--- config.mk ---
export PLATFORM = sky130hd
export DESIGN_NAME = line_fill_memory_flat
export DESIGN_NICKNAME = d
export VERILOG_FILES = /design/src/rtl/line_fill_memory_if.sv /design/src/rtl/line_fill_memory.sv /design/src/flat_wrapper.sv
export SDC_FILE = /design/constraint.sdc
export NUM_CORES = 2
export LEC_CHECK = 0
export ABC_AREA = 1
export ABC_CLOCK_PERIOD_IN_PS = 20900
export BUFFER_PORTS_ARGS = -buffer_cell sky130_fd_sc_hd__buf_2
export CORE_ASPECT_RATIO = 1.25
export CORE_UTILIZATION = 45
export CTS_CLUSTER_SIZE = 25
export DETAILED_ROUTE_END_ITERATION = 6
export PLACE_DENSITY = 0.69
export SLEW_MARGIN = 15
export SYNTH_ARGS = -nofsm -noshare
export SYNTH_HDL_FRONTEND = slang
export SYNTH_SLANG_ARGS = --single-unit
--- constraint.sdc ---
create_clock -name clk -period 20.9 [get_ports clk]
set_input_delay 0 -clock clk [delete_from_list [all_inputs] [get_ports clk]]
set_output_delay 0 -clock clk [all_outputs]
set_load 0.02 [all_outputs]
--- src/rtl/line_fill_memory_if.sv ---
// Request/response bus between the cache miss path and the line-fill memory.
//
// Signals:
//   req_valid   request present (master -> slave)
//   req_ready   responder idle and able to accept (slave -> master)
//   req_write   1 = single-word write, 0 = line read
//   req_addr    word address
//   req_wdata   write data
//   resp_valid  resp_data holds a valid line word this cycle
//   resp_data   line word
//   resp_idx    offset of resp_data within the line
//   resp_last   final word of the burst
//   wr_ack      one-cycle pulse: write committed
interface line_fill_memory_if #(
    parameter int unsigned WORD_SIZE  = 16,
    parameter int unsigned LINE_WORDS = 4
);
    localparam int unsigned OffW = $clog2(LINE_WORDS);

    logic                 req_valid;
    logic                 req_ready;
    logic                 req_write;
    logic [WORD_SIZE-1:0] req_addr;
    logic [WORD_SIZE-1:0] req_wdata;
    logic                 resp_valid;
    logic [WORD_SIZE-1:0] resp_data;
    logic [OffW-1:0]      resp_idx;
    logic                 resp_last;
    logic                 wr_ack;

    // Cache side.
    modport master (
        output req_valid, req_write, req_addr, req_wdata,
        input  req_ready, resp_valid, resp_data, resp_idx, resp_last, wr_ack
    );

    // Memory side.
    modport slave (
        input  req_valid, req_write, req_addr, req_wdata,
        output req_ready, resp_valid, resp_data, resp_idx, resp_last, wr_ack
    );
endinterface

--- src/rtl/line_fill_memory.sv ---
// Memory-side responder for the cache line-fill protocol. Accepts one request at a time:
// a line read returns an aligned LINE_WORDS burst (one word per cycle after LATENCY cycles
// of wait), a single-word write commits and then pulses wr_ack. A side preload port writes
// the array while the responder is idle.
//
// Ports:
//   clk        clock, all state changes on posedge
//   reset_n    synchronous reset, active-high despite the name; does not clear the array
//   bus        request/response bus (slave modport)
//   init_we    preload write enable, honoured only when idle and no request is accepted
//   init_addr  preload word address
//   init_data  preload data
module line_fill_memory #(
    parameter int unsigned WORD_SIZE  = 16,
    parameter int unsigned MEM_DEPTH  = 256,
    parameter int unsigned LINE_WORDS = 4,
    parameter int unsigned LATENCY    = 1
) (
    input  logic                 clk,
    input  logic                 reset_n,
    line_fill_memory_if.slave    bus,
    input  logic                 init_we,
    input  logic [WORD_SIZE-1:0] init_addr,
    input  logic [WORD_SIZE-1:0] init_data
);
    localparam int unsigned IdxW = $clog2(MEM_DEPTH);
    localparam int unsigned OffW = $clog2(LINE_WORDS);
    localparam int unsigned CntW = (LATENCY > 1) ? $clog2(LATENCY) : 1;
    localparam logic [OffW-1:0] LastIdx = OffW'(LINE_WORDS - 1);

    typedef enum logic [1:0] {StIdle, StWait, StBurst, StWack} state_e;

    // Active-high reset; the port name is historical.
    logic rst;
    assign rst = reset_n;

    logic [WORD_SIZE-1:0] mem_q [MEM_DEPTH];

    state_e               state_q;
    logic [CntW-1:0]      cnt_q;
    logic [IdxW-1:0]      addr_q;
    logic [IdxW-1:0]      base_q;
    logic                 write_q;
    logic [WORD_SIZE-1:0] wdata_q;
    logic [OffW-1:0]      idx_q;
    logic                 resp_valid_q;
    logic [WORD_SIZE-1:0] resp_data_q;
    logic                 resp_last_q;
    logic                 wr_ack_q;

    logic                 accept;
    logic [OffW-1:0]      rd_off;
    logic [IdxW-1:0]      rd_addr;
    logic                 mem_we;
    logic [IdxW-1:0]      mem_waddr;
    logic [WORD_SIZE-1:0] mem_wdata;

    // Address bits above the array index are aliased away.
    logic unused_addr_bits;
    assign unused_addr_bits = ^{bus.req_addr[WORD_SIZE-1:IdxW], init_addr[WORD_SIZE-1:IdxW]};

    assign accept = bus.req_valid && (state_q == StIdle);

    // Offset of the word registered on the coming edge: 0 when entering the burst,
    // otherwise the one after the word currently presented.
    assign rd_off  = (state_q == StBurst) ? idx_q + OffW'(1) : '0;
    // Base is line-aligned, so OR-ing in the offset never crosses the array end.
    assign rd_addr = base_q | IdxW'(rd_off);

    // Single write port: committed write has priority; preload only when idle and no
    // request is taken on this edge. Nothing is written on a reset edge, so a write still
    // in WAIT is discarded.
    always_comb begin
        mem_we    = 1'b0;
        mem_waddr = '0;
        mem_wdata = '0;
        if (!rst) begin
            if (state_q == StWait && write_q && cnt_q == '0) begin
                mem_we    = 1'b1;
                mem_waddr = addr_q;
                mem_wdata = wdata_q;
            end else if (init_we && state_q == StIdle && !bus.req_valid) begin
                mem_we    = 1'b1;
                mem_waddr = init_addr[IdxW-1:0];
                mem_wdata = init_data;
            end
        end
    end

    always_ff @(posedge clk) begin
        if (mem_we) begin
            mem_q[mem_waddr] <= mem_wdata;
        end
    end

    always_ff @(posedge clk) begin
        if (rst) begin
            state_q      <= StIdle;
            cnt_q        <= '0;
            idx_q        <= '0;
            resp_valid_q <= 1'b0;
            resp_data_q  <= '0;
            resp_last_q  <= 1'b0;
            wr_ack_q     <= 1'b0;
        end else begin
            unique case (state_q)
                StIdle: begin
                    if (accept) begin
                        state_q <= StWait;
                        cnt_q   <= CntW'(LATENCY - 1);
                        addr_q  <= bus.req_addr[IdxW-1:0];
                        base_q  <= bus.req_addr[IdxW-1:0] & ~IdxW'(LINE_WORDS - 1);
                        write_q <= bus.req_write;
                        wdata_q <= bus.req_wdata;
                    end
                end
                StWait: begin
                    if (cnt_q == '0) begin
                        if (write_q) begin
                            state_q  <= StWack;
                            wr_ack_q <= 1'b1;
                        end else begin
                            state_q      <= StBurst;
                            idx_q        <= '0;
                            resp_valid_q <= 1'b1;
                            resp_data_q  <= mem_q[rd_addr];
                            resp_last_q  <= 1'b0;
                        end
                    end else begin
                        cnt_q <= cnt_q - CntW'(1);
                    end
                end
                StBurst: begin
                    if (idx_q == LastIdx) begin
                        state_q      <= StIdle;
                        idx_q        <= '0;
                        resp_valid_q <= 1'b0;
                        resp_data_q  <= '0;
                        resp_last_q  <= 1'b0;
                    end else begin
                        idx_q       <= idx_q + OffW'(1);
                        resp_data_q <= mem_q[rd_addr];
                        resp_last_q <= (idx_q + OffW'(1)) == LastIdx;
                    end
                end
                StWack: begin
                    state_q  <= StIdle;
                    wr_ack_q <= 1'b0;
                end
                default: begin
                    state_q <= StIdle;
                end
            endcase
        end
    end

    assign bus.req_ready  = (state_q == StIdle);
    assign bus.resp_valid = resp_valid_q;
    assign bus.resp_data  = resp_data_q;
    // idx_q is held at 0 outside the burst.
    assign bus.resp_idx   = idx_q;
    assign bus.resp_last  = resp_last_q;
    assign bus.wr_ack     = wr_ack_q;
endmodule

--- src/flat_wrapper.sv ---
// flat-port wrapper written by rule: the top's interface ports become plain ports
module line_fill_memory_flat 
#(
    parameter int unsigned WORD_SIZE  = 16,
    parameter int unsigned MEM_DEPTH  = 256,
    parameter int unsigned LINE_WORDS = 4,
    parameter int unsigned LATENCY    = 1
)
  (clk, reset_n, init_we, init_addr, init_data, bus_req_valid, bus_req_write, bus_req_addr, bus_req_wdata, bus_req_ready, bus_resp_valid, bus_resp_data, bus_resp_idx, bus_resp_last, bus_wr_ack);
  line_fill_memory_if #(.WORD_SIZE(WORD_SIZE), .LINE_WORDS(LINE_WORDS)) bus_i ();
  input  logic clk;
  input  logic reset_n;
  input  logic init_we;
  input  logic [WORD_SIZE-1:0] init_addr;
  input  logic [WORD_SIZE-1:0] init_data;
  input wire logic [$bits(bus_i.req_valid)-1:0] bus_req_valid;
  input wire logic [$bits(bus_i.req_write)-1:0] bus_req_write;
  input wire logic [$bits(bus_i.req_addr)-1:0] bus_req_addr;
  input wire logic [$bits(bus_i.req_wdata)-1:0] bus_req_wdata;
  output wire logic [$bits(bus_i.req_ready)-1:0] bus_req_ready;
  output wire logic [$bits(bus_i.resp_valid)-1:0] bus_resp_valid;
  output wire logic [$bits(bus_i.resp_data)-1:0] bus_resp_data;
  output wire logic [$bits(bus_i.resp_idx)-1:0] bus_resp_idx;
  output wire logic [$bits(bus_i.resp_last)-1:0] bus_resp_last;
  output wire logic [$bits(bus_i.wr_ack)-1:0] bus_wr_ack;
  assign bus_i.req_valid = bus_req_valid;
  assign bus_i.req_write = bus_req_write;
  assign bus_i.req_addr = bus_req_addr;
  assign bus_i.req_wdata = bus_req_wdata;
  assign bus_req_ready = bus_i.req_ready;
  assign bus_resp_valid = bus_i.resp_valid;
  assign bus_resp_data = bus_i.resp_data;
  assign bus_resp_idx = bus_i.resp_idx;
  assign bus_resp_last = bus_i.resp_last;
  assign bus_wr_ack = bus_i.wr_ack;
  line_fill_memory #(.WORD_SIZE(WORD_SIZE), .MEM_DEPTH(MEM_DEPTH), .LINE_WORDS(LINE_WORDS), .LATENCY(LATENCY)) u_core (.clk(clk), .reset_n(reset_n), .bus(bus_i), .init_we(init_we), .init_addr(init_addr), .init_data(init_data));
endmodule
==> results.md <==
- Setup TNS: 0 ps
- Critical Path Start Type: flip-flop
- Main combinational cell family by area after synthesis: simple AND/OR/NAND/NOR gates
- Slew Limit Fails: 31
- Synthesis-stage register bit count: 4144
- Post-route ant nets: 0
- Worst Skew: between 70 and 80 ps
- First-pass DRT Iterations: 7
- Min-delay src: init_data[8]
- Final wirelength: about 470000 µm
- Chip height: 683 µm
- Post-CTS sizing: 0
- Share of cells above drive strength 1: around 7.6%
- Max-Cap Viols: 0
- Internal reg-to-reg setup slack: around 13000 ps
- Synth Area per Inst: between 10 and 15 µm²
- # IOs: 91
- Mux cell area share after synthesis: 0%
- Clk buf depth: 4
- Adder-cell area share of the yosys netlist: less than 1%
- Htree depth: 5
- CTS Buf Count: 371
- Relative slew slack: -2.54%
- Fmax: between 0.1 and 0.15 GHz
- Setup CP Type: flip-flop to flip-flop
- Final GP Congestion: roughly 0.9
- Crit path max fanout: between 100 and 150
- Status: complete, but fails checks
- Initial antenna violation count: 13
- CTS tree: yes
- Mapped Nets: 14000
- Leak Pwr: approximately 66 nW
- Starting DRC count in detailed routing: between 10000 and 15000
- Core box area: between 300000 and 400000 µm²
- Most used cell, CP: nand3_1
- Simple-gate share of the synthesized area: 22.3%
- Via count: approximately 110k
- R2R cell count: 20
- Die width: approximately 550 µm
- Critical path arrival: 8650 ps
- Via density: slightly below 6
- WL/cell: around 25 µm
- Skew-Pair Late Insertion Delay: approximately 930 ps
- Post-Synthesis Cells: ~14000
- Buffers on Ports: 74
- Final setup fails: 0
- Compound-gate portion of the synthesized area: less than 1%
- FF-to-FF Start: u_core.bus.resp_idx[0]$_SDFFE_PP0P_
- Worst VDD drop: between 0.09 and 0.1 mV
- DIE AREA: between 300000 and 400000 µm²
- First-pass GRT wire length: 685000 µm
- CP bufs+invs: 8
- Number of global-route vias before repair: around 100k
- Critical path depth in cells: 20
- Power Total: 21.1 mW
- Netlist cell types: 26
- Worst setup EP type: flip-flop
- Nets: 14000
- Hold Fails Final Rpt: 0
- Global route overflow: 0
- Failing checks: design-rule violations, max-slew violations
- CP Launch Point: u_core.bus.resp_idx[0]$_SDFFE_PP0P_
- DP Area: 173000 µm²
- Layout overhead on the synthesized area: 11.1%
- CP max stage delay: approximately 750 ps
- Clk sink count: 4144
- GRT Overall Usage: 24.7%
- Largest net degree at the start of global routing: ~210
- Clk root buf: clkbuf_16
- Reg2reg end: u_core.bus.resp_data[14]$_SDFFE_PP0P_
- Row cnt: between 200 and 250
- Worst hold path type: input port to flip-flop
- Power per Cell Area: around 110 nW/µm²
- Register area: roughly 120000 µm²
- Initial Util: 45.3%
- Period minus WS final: 7790 ps
- Area of the mapped netlist: roughly 170000 µm²
- Synth warnings: 0
- RSZ-0062 raised after global routing: no
- Clk slew on worst S/H paths: approximately 70 ps
- Multi-input gate area: roughly 38000 µm²
- Slew @ Worst Pin: roughly 1500 ps
- Critical-path cell list: buf_4 > inv_8 > ha_1 > inv_1 > nand2_8 > buf_4 > buf_12 > buf_4 > buf_4 > buf_4 > nand3_1 > nand3_1 > nand3_1 > nand3_1 > nand3_1 > nand3_1 > nand3_1 > nand2_1 > nand2_1 > a21oi_1
- Dpl hpwl: 256000 µm
- Sequential share of the synthesized area: about three quarters
- Period utilization: a little under two fifths
- CP delay by family, top: buffers and inverters
- FILL cells: just over 30000
- Required @ worst endpoint: ~22000 ps
- Design Area, Final: around 190000 µm²
- Synth Area in XOR/XNOR: 0%
- WHS Path Cells: 4
- Worst min-delay path endpoint: u_core.mem_q[213][8]$_DFFE_PP_
- DR DRC count: 3
- Critical-path cell with the highest stage delay: buf_4
-- per-layer routing --
layer,GRT usage [%],part of all wire [%]
met5,0,0.0051
met4,17.9,8.0
met3,3.69,8.8
met2,40.3,48
met1,29.9,35
-- timing repair --
action                    4_1_cts  5_1_grt
hold endpoints to repair      410        0
buffers inserted                0        0
hold buffers                   63        0
-- flip-flops by register name, summed over array words and instances (netlist names) --
| name | count |
|---|---|
| u_core.addr_q | 7 |
| u_core.base_q | 1 |
| u_core.bus.resp_data | 16 |
| u_core.bus.resp_idx | 2 |
| u_core.bus.resp_last | 1 |
| u_core.bus.resp_valid | 1 |
| u_core.bus.wr_ack | 1 |
| u_core.mem_q | 4096 |
| u_core.state_q | 2 |
| u_core.wdata_q | 16 |
| u_core.write_q | 1 |
-- layout make-up --
cell class	count	area share (%)
flip-flops and latches	4144	66.9
multi-input cells	8639	20.5
inverters	209	0.442
clock inverters	222	1.09
clock buffers	447	5.26
diodes	11	0.0148
repair buffers	572	2.48
well taps	4894	3.30
-- kinds of logic (layout without fill, tap and decap cells) --
family                   Yosys count  count (layout)
AO/OA/AOI/OAI                     78              78
flip-flops                      4144            4144
AND/OR/NAND/NOR                 8553            8553
buffers and inverters           1164            1450
adder cells (fa/ha/maj)            8               8
other                              0              11
-- metrics by stage --
step                      hold slack, ps  setup WS (ps)  instances  utilization (%)
after detailed placement             178          13440      18400             47.0
after floorplan                     78.5           7640      13900                -
after global routing                41.3          13060      19100             50.4
final                               20.5          13110      19100             50.4
after global placement               178          13450      18400             47.0
after CTS                           5.67          13410      19100             50.3
-- layout by cell type (no fill, tap or decap), drive strengths merged --
master / count
buf: 509
dlygate4sd3: 63
inv: 217
clkinvlp: 15
clkinv: 163
clkbuf: 447
bufinv: 36
a31oi: 1
diode: 11
edfxtp: 4121
o21ai: 10
or2: 6
nand2: 4090
nor3: 21
o22ai: 1
a2bb2oi: 1
nand3: 4102
ha: 8
a211oi: 2
dfxtp: 23
a21oi: 55
nor2: 334
o211ai: 8
-- where the power goes --
part / internal [mW] / switching [mW]
combinational: 1.12 / 3.67
sequential: 9.51 / 0.0249
clock: 3.77 / 2.97
total: 14.4 / 6.66
-- synth_stat cells (all sizes together) --
library cell	count	area, µm²
clkinv	2	7.51
edfxtp	4121	124000
a211oi	2	15.0
o211ai	8	60.1
o21ai	10	50.1
nor2	334	1260
a21oi	55	275
nor3	21	105
dfxtp	23	460
nand3	4102	20500
buf	601	2870
a2bb2oi	1	8.76
or2	6	37.5
nand2	4090	15400
ha	8	100
a31oi	1	6.26
o22ai	1	6.26
inv	207	777
clkbuf	354	1330
-- tightest hold or removal path, cell delays in order --
cell,delay [ps]
buf_2,100
nor2_1,120
nor3_2,80
buf_4,320
-- how the worst max path moves through the flow --
stage,to,slack [ps]
after floorplan,u_core.mem_q[0][10]$_DFFE_PP_,7640
after global placement,u_core.bus.resp_data[9]$_SDFFE_PP0P_,13450
after CTS,u_core.bus.resp_data[13]$_SDFFE_PP0P_,13410
final,u_core.bus.resp_data[14]$_SDFFE_PP0P_,13110
after detailed placement,u_core.bus.resp_data[9]$_SDFFE_PP0P_,13440
after global routing,u_core.bus.resp_data[14]$_SDFFE_PP0P_,13060
Power figures use the tool's default switching activity.
